$ cat src/rtl/clock_generator.sv
// clock_generator: programmable divider producing a 50 %-duty stage clock
// from the reference clock clk, with single-cycle rise/fall strobes.
// Optional feature macro: CLKGEN_CYCLE_COUNT_EN adds the 32-bit cycle_count
// output counting rising edges of the generated clock.
module clock_generator #(
    parameter int DIV_WIDTH    = 8,
    parameter int DEFAULT_HALF = 5
) (
    input  logic                 clk,
    input  logic                 rst_n,
    input  logic                 en,
    input  logic [DIV_WIDTH-1:0] div,
    input  logic                 div_load,
    output logic                 clock,
    output logic                 rise_stb,
    output logic                 fall_stb
`ifdef CLKGEN_CYCLE_COUNT_EN
    ,
    output logic [31:0]          cycle_count
`endif
);

    localparam logic [DIV_WIDTH-1:0] HP_RESET = DIV_WIDTH'(DEFAULT_HALF);
    localparam logic [DIV_WIDTH-1:0] HP_ONE   = DIV_WIDTH'(1);

    // A requested half-period of zero is promoted to one clk cycle.
    function automatic logic [DIV_WIDTH-1:0] norm_half(input logic [DIV_WIDTH-1:0] d);
        if (d == '0) begin
            return HP_ONE;
        end else begin
            return d;
        end
    endfunction

    logic [DIV_WIDTH-1:0] hp_r,   hp_s;
    logic [DIV_WIDTH-1:0] pend_r, pend_s;
    logic                 pv_r,   pv_s;
    logic [DIV_WIDTH-1:0] cnt_r,  cnt_s;
    logic                 clock_r, clock_s;
    logic                 rise_r,  rise_s;
    logic                 fall_r,  fall_s;
    logic                 run_s;
    logic                 terminal_s;
`ifdef CLKGEN_CYCLE_COUNT_EN
    logic [31:0]          cycle_count_r, cycle_count_s;
`endif

    // Next-state: phase counting, toggling, ratio hand-over and stop/park.
    always_comb begin
        hp_s       = hp_r;
        pend_s     = pend_r;
        pv_s       = pv_r;
        cnt_s      = cnt_r;
        clock_s    = clock_r;
        rise_s     = 1'b0;
        fall_s     = 1'b0;
        // A high phase always runs to completion, even after en drops.
        run_s      = en | clock_r;
        terminal_s = (cnt_r == (hp_r - HP_ONE));

        if (run_s) begin
            if (terminal_s) begin
                clock_s = ~clock_r;
                cnt_s   = '0;
                rise_s  = ~clock_r;
                fall_s  = clock_r;
                // New ratio only takes over at a falling toggle so both
                // halves of every period use the same half-period.
                if (clock_r && pv_r) begin
                    hp_s = pend_r;
                    pv_s = 1'b0;
                end else begin
                    hp_s = hp_r;
                    pv_s = pv_r;
                end
            end else begin
                cnt_s = cnt_r + HP_ONE;
            end
        end else begin
            // Parked low: counter held, pending ratio taken immediately.
            cnt_s = '0;
            if (pv_r) begin
                hp_s = pend_r;
                pv_s = 1'b0;
            end else begin
                hp_s = hp_r;
            end
        end

        // A load in the hand-over cycle is kept pending, not bypassed.
        if (div_load) begin
            pend_s = norm_half(div);
            pv_s   = 1'b1;
        end else begin
            pend_s = pend_r;
        end

`ifdef CLKGEN_CYCLE_COUNT_EN
        if (rise_s) begin
            cycle_count_s = cycle_count_r + 32'd1;
        end else begin
            cycle_count_s = cycle_count_r;
        end
`endif
    end

    // State and output registers; reset aborts any phase and drops pending.
    always_ff @(posedge clk or negedge rst_n) begin
        if (!rst_n) begin
            hp_r    <= HP_RESET;
            pend_r  <= HP_RESET;
            pv_r    <= 1'b0;
            cnt_r   <= '0;
            clock_r <= 1'b0;
            rise_r  <= 1'b0;
            fall_r  <= 1'b0;
        end else begin
            hp_r    <= hp_s;
            pend_r  <= pend_s;
            pv_r    <= pv_s;
            cnt_r   <= cnt_s;
            clock_r <= clock_s;
            rise_r  <= rise_s;
            fall_r  <= fall_s;
        end
    end

`ifdef CLKGEN_CYCLE_COUNT_EN
    // Rising-edge counter; free-running wrap, unaffected by en.
    always_ff @(posedge clk or negedge rst_n) begin
        if (!rst_n) begin
            cycle_count_r <= 32'd0;
        end else begin
            cycle_count_r <= cycle_count_s;
        end
    end

    assign cycle_count = cycle_count_r;
`endif

    assign clock    = clock_r;
    assign rise_stb = rise_r;
    assign fall_stb = fall_r;

endmodule

$ cat config.mk
export PLATFORM = sky130hd
export DESIGN_NAME = clock_generator
export DESIGN_NICKNAME = d
export VERILOG_FILES = /design/src/rtl/clock_generator.sv
export SDC_FILE = /design/constraint.sdc
export NUM_CORES = 1
export LEC_CHECK = 0
export CORE_MARGIN = 8
export CORE_UTILIZATION = 60
export CTS_BUF_LIST = sky130_fd_sc_hd__clkbuf_8
export DETAILED_ROUTE_END_ITERATION = 16
export GPL_ROUTABILITY_DRIVEN = 0
export PLACE_DENSITY = 0.94
export SETUP_SLACK_MARGIN = 0.4
export SLEW_MARGIN = 15
export SYNTH_ARGS = -nofsm -noshare
export SYNTH_HDL_FRONTEND = slang
export SYNTH_SLANG_ARGS = --single-unit
$ cat constraint.sdc
create_clock -name clk -period 5.4 [get_ports clk]
set_input_delay 0.81 -clock clk [delete_from_list [all_inputs] [get_ports clk]]
set_output_delay 0.81 -clock clk [all_outputs]
set_load 0.005 [all_outputs]
-- Word-level counts from Yosys, hierarchy flattened
Cells that the tools add are included.
- register bits after elaboration: 28
- word-level logic and storage cells: 37
- add/subtract/negate cells: 2
- equal/unequal tests: 5
- mux-type cells: 15
- bitwise gates (word level): 2
- reductions and logical operators: 6
- operators by type and width (operator ; count):
    8-bit two-way mux ; 7
    8-bit by 1-bit adder with 8-bit output (second input constant) ; 1
    8-bit == test ; 1
    8-bit zero test ; 1
    1-bit two-way mux ; 8
    8-bit by 1-bit subtractor with 8-bit output (second input constant) ; 1
    3-bit by 2-bit inequality test with 1-bit output (second input constant) ; 2
    2-bit by 1-bit inequality test with 1-bit output (second input constant) ; 2
    2-bit AND reduction ; 2
    3-bit AND reduction ; 1
    2-bit nonzero test ; 1
    1-bit logical AND ; 1
    1-bit NOT ; 1
    1-bit bitwise OR ; 1

-- Longest topological paths before layout
Gate-level depths: netlist (run 1).
- depth after elaboration: 5
- depth in mapped cells: 10

-- Least setup slack after synthesis (run 1)
No wires, ideal clock.
- path kind: reg-to-reg
- start point: register hp_r[0]
- end point: register hp_r[6]
- library setup time: 132 ps
- arrival time: 2236 ps
- slack: 3032 ps
- stages on the path, launching flop included: 11
- buffers on the path: 2
- clock period less this slack: 2368 ps
- cell sequence: dfstp_2 buf_4 inv_1 ha_1 nor2b_1 or3_1 a31oi_1 o311ai_4 buf_6 nand3_1 o211ai_2
- cells in the longest elaborated chain, start to end: 4
- RTL lines (item ; RTL line ; source):
    start: declaration ; 35 ; logic [DIV_WIDTH-1:0] hp_r, hp_s;
    start signal: assignment ; 118 ; hp_r <= hp_s;
    8-bit by 1-bit subtractor with 8-bit output ; 59 ; terminal_s = (cnt_r == (hp_r - HP_ONE));
    8-bit == test ; 59 ;
    2-bit by 1-bit inequality test with 1-bit output (no source line) ; - ;
    3-bit AND reduction (no source line) ; - ;
No other way between the ends.
A chain may end at the register's enable or synchronous reset.

-- Worst setup path after layout (run 1)
- start point: register hp_r[0]
- end point: register cnt_r[7]
- cells in the longest elaborated chain, start to end: 4
- RTL lines (item ; RTL line ; source):
    8-bit by 1-bit subtractor with 8-bit output ; 59 ;
    8-bit == test ; 59 ;
    8-bit two-way mux ; 62 ; if (terminal_s) begin
    8-bit two-way mux ; 61 ; if (run_s) begin
    via cnt_s[7] ; 38 ; logic [DIV_WIDTH-1:0] cnt_r, cnt_s;
    end signal: assignment ; 121 ; cnt_r <= cnt_s;
    end: declaration ; 38 ;
The timed path passes the listed nets, and every way through them passes these cells.

==> out/metrics.yaml, run 1 <==
port_buffers: 14
initial_core_util: 0.6086
setup_tns_ns: 0
setup_viol: 0
cts_htree_levels: 1
max-slew-margin-rel: 0.3612
status: "completed"
finalMaxSlewViolations: 0
design_area_um2: 1829
antenna_left: 0
rsz0062_at_grt: "false"
cts.sinks: 28
crit_chain: "inv_1 -> ha_1 -> nor2b_1 -> or3_1 -> a31oi_1 -> o311ai_4 -> o21ai_2 -> nor2_1"
period_needed_ns: 2.675
grt_pass1_wl_mm: 6.203
syn_inst: 149
fin_skew_ns: 0.005842
syn_area_um2: 1620
worst_slew_pin_slew_ns: 0.9559
crit_family: "compound AO/OA/AOI/OAI gates"
max_cap_viol_count: 0
core_um2: 2663
clk_pin_slew_worst_paths_ns: 0.10
post-cts-setup-buffers: 0
grt_antenna_before_repair: 0
p_leak_nw: 0.7566
syn-num-nets: 163
wl_mm: 3.626
path_class: "register to register"
final_layout_size_suffix_gt1_frac: 0.1863
clock_tree.root_cell: "clkbuf_8"
hold_class: "register to register"
fp-row-count: 19
drt_iter0_drc: 149
drt_first_pass_iters: 4
ys_types: 42
synth_top_area_cell: "dfrtp_1"
clk_path_buf_depth: 2
period_share: 0.4954
max_freq_ghz: 0.3738
cts-buffers-inserted: 3
async_flop_share: 1.000
die_w_um: 67.97
die_h_um: 67.97
post_cts_resize_count: 0
grt_max_degree: 29
peakVddDrop_mv: 0.3343
crit_arrival_ns: 2.83
fin_nets: 176
critPathMaxStageDelay_ns: 0.66
grt_overflow: 0
area.growth.synth_to_final_pct: 12.90
place_hpwl_mm: 2.582
synth-edff-count: 0
postPlaceCellArea_um2: 1758
num-fill-cells: 184
synth.avg_cell_area_um2: 10.87
wl_per_cell_um: 18.89
dieArea_um2: 4619
synthFlopType: "dfrtp_1"
cts-hold-fix-buffers: 0
p_per_area_nw_per_um2: 530.9
critPathCaptureType: "register"
routed_via_density: 6.594
clk_latency_ns: 0.28
yosys_warnings: 0
hold_viol_final: 0
startpoint_type: "register"
io_pins: 15
cts_tree: "yes"
grt_usage: 0.1803
crit_path_top_delay_cell: "dfstp_2"
antenna_cells: 0
first_global_vias: 1306
ys_seq_area_frac: 0.4355
critPathRequiredTime_ns: 5.56
post-route-drc-count: 0
yosys.area.top_type_share: 0.3707
ys_top_cells_by_area: "dfrtp_1 37%, dfstp_2 6.5%, o211ai_2 6.2%"
worstPathMaxFanout: 19
vias: 1266
ys_ff_latch: 28
path_buf_inv: 1
[cells by family (layout without fill, tap and decap cells)]
logic type                 after synthesis  after routing  synth area share
and+or+nand+nor                         56             56            0.2000
DFF                                     28             28            0.4355
adders and majority gates                2              2           0.01544
muxes                                    7              7           0.04865
AOI/OAI and AO/OA                       33             33            0.1931
xor gates and xnor gates                13             13           0.07027
buffers and inverters                   10             22           0.03706
[cells in the final DEF, fill, tap and decap left out, types with 2 or more instances in the layout]
cell             netlist  final
a21o_1                 2      2
a21oi_1                2      2
a22oi_1                8      8
a31oi_1                2      2
and3_1                 2      2
clkbuf_8               0      3
clkdlybuf4s50_1        0     14
dfrtp_1               24     24
dfstp_2                4      4
ha_1                   2      2
inv_1                  3      3
mux2_2                 7      7
nand2_1                9      9
nand3_1               12     12
nand4b_1               2      2
nor2_1                12     12
nor2b_1                2      2
nor3_1                 3      3
nor4_1                 2      2
o211ai_2               8      8
o21ai_0                4      4
or3_1                  3      3
xnor2_1                8      8
xor2_1                 5      5
[layout make-up]
class | count | area (um2) | area share
clock buffers | 3 | 41.29 | 0.02257
clock inverters | 1 | 30.03 | 0.01642
inverters | 3 | 11.26 | 0.006156
multi-input cells | 111 | 854.6 | 0.4672
flip-flops and latches | 28 | 705.7 | 0.3858
well taps | 31 | 38.79 | 0.02120
repair buffers | 15 | 147.6 | 0.08071
[worst paths after layout]
| check | to | cells after the start | from | slack (ns) |
|---|---|---|---|---|
| max | cnt_r[7]$_DFF_PN0_ | 8 | hp_r[0]$_DFFE_PN1P_ | 2.72 |
| min | cnt_r[0]$_DFF_PN0_ | 1 | cnt_r[0]$_DFF_PN0_ | 0.54 |
| min reg2reg | cnt_r[0]$_DFF_PN0_ | 1 | cnt_r[0]$_DFF_PN0_ | 0.54 |
| min in group asynchronous | cnt_r[4]$_DFF_PN0_ | 2 | rst_n | 0.90 |
| max reg2reg | cnt_r[7]$_DFF_PN0_ | 8 | hp_r[0]$_DFFE_PN1P_ | 2.72 |
| max in group asynchronous | hp_r[2]$_DFFE_PN1P_ | 2 | rst_n | 4.19 |
[stage by stage]
step | utilization | cells | total power [mW] | hold slack [ns] | worst slack [ns]
floorplan | - | 149 | 0.7137 | 0.4659 | 3.032
global placement | 0.6602 | 188 | 0.7649 | 0.4923 | 2.907
detailed placement | 0.6602 | 188 | 0.7992 | 0.5189 | 2.758
CTS | 0.6870 | 192 | 0.9687 | 0.5340 | 2.737
global route | 0.6870 | 192 | 1.032 | 0.5542 | 2.581
finish | 0.6870 | 192 | 0.9712 | 0.5368 | 2.725
[report_power, final]
group | leakage [nW] | internal, mW | switching [mW]
Combinational | 0.378 | 0.194 | 0.216
Clock | 0.0357 | 0.0994 | 0.0676
Sequential | 0.343 | 0.274 | 0.119
Total | 0.757 | 0.568 | 0.403
[layer usage]
metal	up-vias	routed length, um	track usage
met1	619	1447	0.2113
met3	13	259	0.04583
met2	56	1810	0.2989
met4	0	109	0.09207
li1	578	-	-
met5	-	0	0
[synthesized netlist by cell type (2+ instances only)]
cell type / instances
a21o_1: 2
a21oi_1: 2
a22oi_1: 8
a31oi_1: 2
and3_1: 2
buf_4: 2
buf_6: 2
clkbuf_1: 2
dfrtp_1: 24
dfstp_2: 4
ha_1: 2
inv_1: 3
mux2_2: 7
nand2_1: 9
nand3_1: 12
nand4b_1: 2
nor2_1: 12
nor2b_1: 2
nor3_1: 3
nor4_1: 2
o211ai_2: 8
o21ai_0: 4
or3_1: 3
xnor2_1: 8
xor2_1: 5
[worst register-to-register path: cells and delay by family (launching register included)]
| family | cells | cell delay [ns] |
|---|---|---|
| adders and majority gates | 1 | 0.26 |
| AOI/OAI and AO/OA | 3 | 0.95 |
| DFF | 1 | 0.66 |
| buffers and inverters | 1 | 0.07 |
| and+or+nand+nor | 3 | 0.61 |
[flip-flops by register name, indices dropped and copies added, names as in the netlist]
register / flops
rise_stb: 1
pend_r: 8
cnt_r: 8
hp_r: 8
fall_stb: 1
pv_r: 1
clock: 1
Note: power is estimated with default switching activity, not from simulation.
==> inputs of run 2 (changes only) <==
Settings changed: CORE_UTILIZATION 60 to 53, PLACE_DENSITY 0.94 to 0.88.
Clock period 5.4 ns to 2.15 ns, I/O delays scaled along.
==> out/metrics.yaml, run 2 (synthesis gave the netlist of run 1 again) <==
num-fill-cells: 198
place_hpwl_mm: 2.621
setup_viol: 5
pre_cts_ws_ns: -0.007826
grt_max_degree: 29
grt.met3_usage: 0.04184
crit_arrival_ns: 2.34
cts-buffers-inserted: 3
max_cap_viol_count: 0
wl_mm: 4.213
routed_via_density: 6.500
hold_viol_final: 0
utilization: 0.7130
setup_tns_ns: -0.06675
crit_chain: "buf_6 -> nor4_4 -> a21o_1 -> a2111oi_4 -> o311ai_4 -> buf_4 -> buf_16 -> nand3_2 -> o211ai_2"
grt_use_met2: 0.2898
rsz0062_at_grt: "true"
final_layout_size_suffix_gt1_frac: 0.3657
worstPathMaxFanout: 6
max_freq_ghz: 0.4591
die_w_um: 71.29
period_needed_ns: 2.178
drt_iter0_drc: 143
period_share: 1.013
rrSetupSlack_ns: -0.03
postPlaceCellArea_um2: 1831
critPathRequiredTime_ns: 2.32
peakVddDrop_mv: 0.5121
dp_cells: 193
grt_usage: 0.1740
worst_slew_pin_slew_ns: 1.181
post-route-drc-count: 0
clk_latency_ns: 0.29
clk_path_buf_depth: 2
instances_no_fill: 208
antenna_left: 0
critPathMaxStageDelay_ns: 0.55
initial_core_util: 0.5441
mostFrequentLayoutCells: "20 x dfrtp_1, 14 x clkdlybuf4s50_1, 9 x nor2_1, 9 x nand2_1, 9 x buf_4"
fin_nets: 190
area.growth.synth_to_final_pct: 31.04
grt_overflow: 0
r2r_end: "hp_r[6]$_DFFE_PN0P_"
cts_htree_levels: 1
status: "finished, violations left"
cts_tree: "yes"
path_class: "register to register"
reg2regPathDepth: 9
drt_first_pass_iters: 4
antenna_cells: 0
r2r-start: "hp_r[0]$_DFFE_PN1P_"
violations: "negative setup slack"
design_area_um2: 2123
dieArea_um2: 5082
core_um2: 2978
max-slew-margin-rel: 0.2109
final_common_cell: "dfrtp_1"
use_met1: 0.1911
vias: 1352
wl_per_cell_um: 20.25
startpoint_type: "register"
cts-hold-fix-buffers: 0
first_global_vias: 1422
grt_antenna_before_repair: 0
reg.largest.list: "cnt_r: 8 flops, hp_r: 8 flops, pend_r: 8 flops"
hold_class: "input pin to asynchronous set/reset pin"
io_pins: 15
port_buffers: 14
fp-row-count: 20
cts.sinks: 28
fin_skew_ns: 0.008606
clock_tree.root_cell: "clkbuf_8"
die_h_um: 71.29
crit_path_top_delay_cell: "dfstp_2"
p_per_area_nw_per_um2: 1356
worst_slack_ns: -0.02820
finalMaxSlewViolations: 0
timing.hold.ws_ns: 0.3972
busiest_layer: "met2"
grt_pass1_wl_mm: 6.948
power_mw: 2.880
clk_pin_slew_worst_paths_ns: 0.11
p_leak_nw: 0.8636
critPathCaptureType: "register"
run 2: layer usage:
metal / part of all wire / routed length, um
met1: 0.40 / 1682
met2: 0.48 / 2038
met3: 0.063 / 267
met4: 0.053 / 225
met5: 0 / 0
run 2: final cells by class:
type,instances,area (um2),area share
multi-input combinational,111,972.2,0.4579
sequential,28,710.7,0.3347
timing repair buffer,29,316.6,0.1491
clock buffer,3,41.29,0.01945
tap,33,41.29,0.01945
clock inverter,1,30.03,0.01414
inverter,3,11.26,0.005303
run 2: critical path, delay by kind of cell, from the launching register on:
kind	cells	cell delay, ns
AOI/OAI and AO/OA	4	0.93
buffers and inverters	3	0.45
DFF	1	0.55
and+or+nand+nor	2	0.13
run 2: repair_timing:
action / in CTS / in global routing
buffers inserted: 8 / 1
cloned: 2 / 0
gates resized for setup: 14 / 10
setup endpoints to repair: 21 / 20
pin swaps: 4 / 0
run 2: how the worst max path moves through the flow:
| stage | startpoint | end | slack, ns | depth (start not counted) |
|---|---|---|---|---|
| floorplan | hp_r[0]$_DFFE_PN1P_ | hp_r[6]$_DFFE_PN0P_ | 0.05 | 10 |
| global placement | hp_r[0]$_DFFE_PN1P_ | hp_r[1]$_DFFE_PN0P_ | 0.05 | 8 |
| detailed placement | en | hp_r[4]$_DFFE_PN0P_ | -0.008 | 4 |
| CTS | hp_r[0]$_DFFE_PN1P_ | hp_r[0]$_DFFE_PN1P_ | 0.02 | 8 |
| global route | hp_r[0]$_DFFE_PN1P_ | hp_r[6]$_DFFE_PN0P_ | -0.1 | 9 |
| finish | hp_r[0]$_DFFE_PN1P_ | hp_r[6]$_DFFE_PN0P_ | -0.03 | 9 |
run 2: power breakdown:
| part | internal [mW] | leakage [nW] | total (mW) | switching [mW] |
|---|---|---|---|---|
| registers | 0.696 | 0.338 | 0.946 | 0.250 |
| clock network | 0.250 | 0.0357 | 0.428 | 0.178 |
| logic | 0.738 | 0.490 | 1.51 | 0.768 |
==> inputs of run 3 (changes only) <==
Settings changed: SLEW_MARGIN 15 to 20.
==> out/metrics.yaml, run 3 (synthesis gave the netlist of run 1 again) <==
startpoint_type: "register"
p_leak_nw: 0.8659
power_mw: 2.871
hold_class: "input pin to asynchronous set/reset pin"
wl_per_cell_um: 20.30
critPathCaptureType: "register"
peakVddDrop_mv: 0.5083
max_cap_viol_count: 0
timing.hold.ws_ns: 0.4011
final_common_cell: "dfrtp_1"
grt_overflow: 0
antenna_left: 0
place_hpwl_mm: 2.621
wl_mm: 4.222
hold_viol_final: 0
mostFrequentLayoutCells: "20 x dfrtp_1, 14 x clkdlybuf4s50_1, 9 x nor2_1, 9 x nand2_1, 9 x buf_4"
cts-buffers-inserted: 3
grt_antenna_before_repair: 0
finalMaxSlewViolations: 0
port_buffers: 14
drt_first_pass_iters: 4
pre_cts_ws_ns: -0.007826
p_per_area_nw_per_um2: 1354
cts_htree_levels: 1
max_freq_ghz: 0.4583
initial_core_util: 0.5441
period_needed_ns: 2.182
clk_path_buf_depth: 2
rsz0062_at_grt: "true"
worstPathMaxFanout: 6
post-route-drc-count: 0
cts-hold-fix-buffers: 0
worst_slew_pin_slew_ns: 0.6213
clock_tree.root_cell: "clkbuf_8"
instances_no_fill: 208
die_w_um: 71.29
fp-row-count: 20
clk_latency_ns: 0.28
fin_nets: 190
setup_viol: 6
core_um2: 2978
clk_pin_slew_worst_paths_ns: 0.10
fin_skew_ns: 0.006909
postPlaceCellArea_um2: 1831
path_class: "register to register"
area.growth.synth_to_final_pct: 30.89
worst_slack_ns: -0.03180
dp_cells: 193
cts.sinks: 28
setup_tns_ns: -0.08684
design_area_um2: 2121
violations: "negative setup slack"
vias: 1327
critPathRequiredTime_ns: 2.31
grt_usage: 0.1740
crit_arrival_ns: 2.35
io_pins: 15
cts_tree: "yes"
max-slew-margin-rel: 0.5840
final_layout_size_suffix_gt1_frac: 0.3714
routed_via_density: 6.380
grt_max_degree: 29
period_share: 1.015
grt_pass1_wl_mm: 6.948
die_h_um: 71.29
drt_iter0_drc: 115
reg.largest.list: "cnt_r: 8 flops, hp_r: 8 flops, pend_r: 8 flops"
antenna_cells: 0
status: "finished, violations left"
first_global_vias: 1422
dieArea_um2: 5082
utilization: 0.7122
## run 3: path summary, 6_finish.rpt
| check | startpoint | endpoint | slack, ns | depth (start not counted) |
|---|---|---|---|---|
| min in group clk | cnt_r[0]$_DFF_PN0_ | cnt_r[0]$_DFF_PN0_ | 0.51 | 1 |
| setup reg to reg | hp_r[0]$_DFFE_PN1P_ | hp_r[6]$_DFFE_PN0P_ | -0.03 | 9 |
| hold / removal | rst_n | pend_r[4]$_DFFE_PN0P_ | 0.40 | 2 |
| hold reg to reg | cnt_r[0]$_DFF_PN0_ | cnt_r[0]$_DFF_PN0_ | 0.51 | 1 |
| setup / recovery | hp_r[0]$_DFFE_PN1P_ | hp_r[6]$_DFFE_PN0P_ | -0.03 | 9 |
| max in group asynchronous | rst_n | hp_r[0]$_DFFE_PN1P_ | 1.44 | 2 |
## run 3: cell type report
class / count / area, um2
sequential: 28 / 710.7
fill: 198 / 857.1
timing repair buffer: 29 / 316.6
clock buffer: 3 / 41.29
multi-input combinational: 111 / 969.7
clock inverter: 1 / 30.03
tap: 33 / 41.29
inverter: 3 / 11.26
## run 3: worst max-delay path: stages, from the launching register on
cell	delay, ns
dfstp_2	0.55
buf_6	0.13
nor4_4	0.06
a21o_1	0.20
a2111oi_4	0.46
o311ai_4	0.21
buf_4	0.19
buf_16	0.13
nand3_2	0.07
o211ai_2	0.07
## run 3: power breakdown
group	total, mW	internal, mW	leakage (nW)	switching, mW
combinational	1.50	0.738	0.492	0.764
sequential	0.944	0.696	0.338	0.248
clock	0.425	0.250	0.0357	0.175
## run 3: timing repair
item / 4_1_cts / 5_1_grt
cloned: 2 / 0
setup endpoints to repair: 21 / 20
pin swaps: 4 / 0
gates resized for setup: 14 / 9
buffers inserted: 8 / 1
## run 3: layer usage
layer  GRT usage  part of all wire  up-vias
met4      0.1201             0.051        0
met2      0.2898              0.49       64
met1      0.1911              0.39      645
met5           0                 0        -
li1            -                 -      598
met3     0.04184             0.069       20
==> RTL edit, RTL diff (config.mk and constraints of run 3) <==
Register the inputs `div` and `div_load` before use. The logic sees them one clock later. The other inputs are not delayed to match.
--- a/src/rtl/clock_generator.sv
+++ b/src/rtl/clock_generator.sv
@@ -24,2 +24,10 @@
     localparam logic [DIV_WIDTH-1:0] HP_ONE   = DIV_WIDTH'(1);
+
+    logic [DIV_WIDTH-1:0] div_q;
+    logic div_load_q;
+
+    always_ff @(posedge clk) begin
+        div_q      <= div;
+        div_load_q <= div_load;
+    end
 
@@ -90,4 +98,4 @@
         // A load in the hand-over cycle is kept pending, not bypassed.
-        if (div_load) begin
-            pend_s = norm_half(div);
+        if (div_load_q) begin
+            pend_s = norm_half(div_q);
             pv_s   = 1'b1;
Function: changed (a bounded check fails within 4 cycles, from zero or initial values and one cycle with rst_n low).
==> RTL edit against run 3 <==
Global-route usage decreased by 1.5 points; power increased by 12%; sequential cell count increased by 9; routed wire length decreased by 1.2%; fmax increased by 3.0%; combinational power increased by 7%; cell area increased by 9.2%; area after synthesis increased by 11%; critical path depth unchanged; final cell count increased by 14%; hold slack improved by 0.016 ns; worst setup slack improved by 0.064 ns; die area increased by 8.8%; largest cell class unchanged.
==> RTL edit: results (changes against run 3) <==
.. list-table::
   :header-rows: 1

   * - Metric
     - Value
   * - Share of cells above drive strength 1
     - 33.3% (was 37.1%)
   * - Max Root-Sink Buffers
     - 2 (unchanged)
   * - Nets
     - 205 (was 190)
   * - Gate family responsible for the most delay along the worst path
     - simple AND/OR/NAND/NOR gates (was compound AO/OA/AOI/OAI gates)
   * - Detail Placement HPWL
     - 2920 um (was 2620 um)
   * - Clock buffer count from CTS
     - 5 (was 3)
   * - Reg-to-reg critical path endpoint
     - hp_r[3] (was hp_r[6])
   * - HP Class
     - input port to async pin (unchanged)
   * - Async set or reset register ratio after synthesis
     - 75.7% (was 100%)
   * - Number of buffers added on ports
     - 14 (unchanged)
   * - Leading cell types by total area after synthesis
     - sky130_fd_sc_hd__dfrtp_1 (33%), sky130_fd_sc_hd__dfxtp_1 (10%), sky130_fd_sc_hd__dfstp_2 (5.8%) (was sky130_fd_sc_hd__dfrtp_1 (37%), sky130_fd_sc_hd__dfstp_2 (6.5%), sky130_fd_sc_hd__o211ai_2 (6.2%))
   * - Most numerous cell types in the synthesized netlist
     - sky130_fd_sc_hd__dfrtp_1 (24), sky130_fd_sc_hd__nand3_1 (12), sky130_fd_sc_hd__nor2_1 (12) (unchanged)
   * - Syn_nets
     - 172 (was 163)
   * - Number of antenna violations at the first check in global routing
     - 0 (unchanged)
   * - Overall Global Routing Usage
     - 15.9% (was 17.4%)
   * - Worst setup slack after placement
     - -0.176 ns (was -0.00783 ns)
   * - Total routed wirelength
     - 4170 um (was 4220 um)
   * - Maximum number of pins on one net before global-route repair
     - 29 (unchanged)
   * - VDD IR-drop max
     - 0.786 mV (was 0.508 mV)
   * - Clk_skew
     - 0.00886 ns (was 0.00691 ns)
   * - Number of global-route vias before repair
     - 1459 (was 1422)
   * - Max incr delay on CP
     - 0.57 ns (was 0.55 ns)
   * - Global-route wire length before repair
     - 6610 um (was 6950 um)
   * - Via density per instance
     - 5.75 (was 6.38)
   * - Sequential cell area fraction in the yosys report
     - 49.1% (was 43.6%)
   * - Result of the run
     - finished, final reports clean (was finished with violations)
   * - Setup WS post-layout
     - 0.0323 ns (was -0.0318 ns)
   * - Number of detailed-routing iterations run before antenna repair
     - 4 (unchanged)
   * - Level count of the clock H-tree
     - 2 (was 1)
   * - Worst-path maximum fanout
     - 8 (was 6)
   * - Distinct cells, synth
     - 43 (was 42)
   * - Leakage power
     - 0.947 nW (was 0.866 nW)
   * - Starting DRC count in detailed routing
     - 86 (was 115)
   * - CTS clock-pin slew for the worst setup and hold paths
     - 0.08 ns (was 0.10 ns)
   * - Transition time of the tightest slew-check pin
     - 0.944 ns (was 0.621 ns)
   * - Path depth of the worst reg2reg path
     - 9 (unchanged)
[RTL edit: cell types whose count changed after synthesis, sizes merged]
cell,before,now
dfxtp,0,9
[RTL edit: timing repair]
action | CTS | global route
hold buffers | 0 | 0
hold endpoints to repair | 0 | 0
cloned | 1 | 0
buffers inserted | 4 | 1
endpoints found under the setup margin | 21 | 20
gates resized for setup | 7 | 7
pin swaps | 9 | 9
[RTL edit: stage by stage]
stage	cell area, um2	setup TNS (ns)	std cells	hold slack [ns]	util (%)
final	2320	0	238	0.417	70.0
after global routing	2320	-0.512	238	0.443	70.0
after CTS	2280	0	237	0.420	68.8
after detailed placement	2090	-2.05	224	0.479	63.3
after global placement	2090	-0.506	224	0.459	63.3
after floorplan	1840	0	158	0.0269	-
[RTL edit: cell families after synthesis]
kind of cell    synth area share, %
compound gates                 17.3
xor+xnor                       6.31
fa+ha+maj                      1.39
buf+inv                        3.54
flops                          49.1
mux                            4.37
simple gates                   18.0
[RTL edit: cell type report]
type	instances	area, um2
Clock inverter	2	12.5
Fill cell	238	995
Inverter	3	11.3
Multi-Input combinational cell	112	968
Timing Repair Buffer	32	295
Clock buffer	6	82.6
Tap cell	46	57.6
Sequential cell	37	888
[RTL edit: metal layers]
metal / global-route usage, % / wire length, um / vias to the layer above
li1: - / - / 643
met1: 17.4 / 1770 / 677
met2: 27.0 / 2120 / 34
met3: 3.91 / 140 / 14
met4: 10.4 / 138 / 0
met5: 0 / 0 / -
[RTL edit: power breakdown]
group / total [mW] / switching (mW) / internal, mW
logic: 1.60 / 0.790 / 0.810
clock network: 0.502 / 0.243 / 0.260
registers: 1.11 / 0.244 / 0.869
total: 3.22 / 1.28 / 1.94
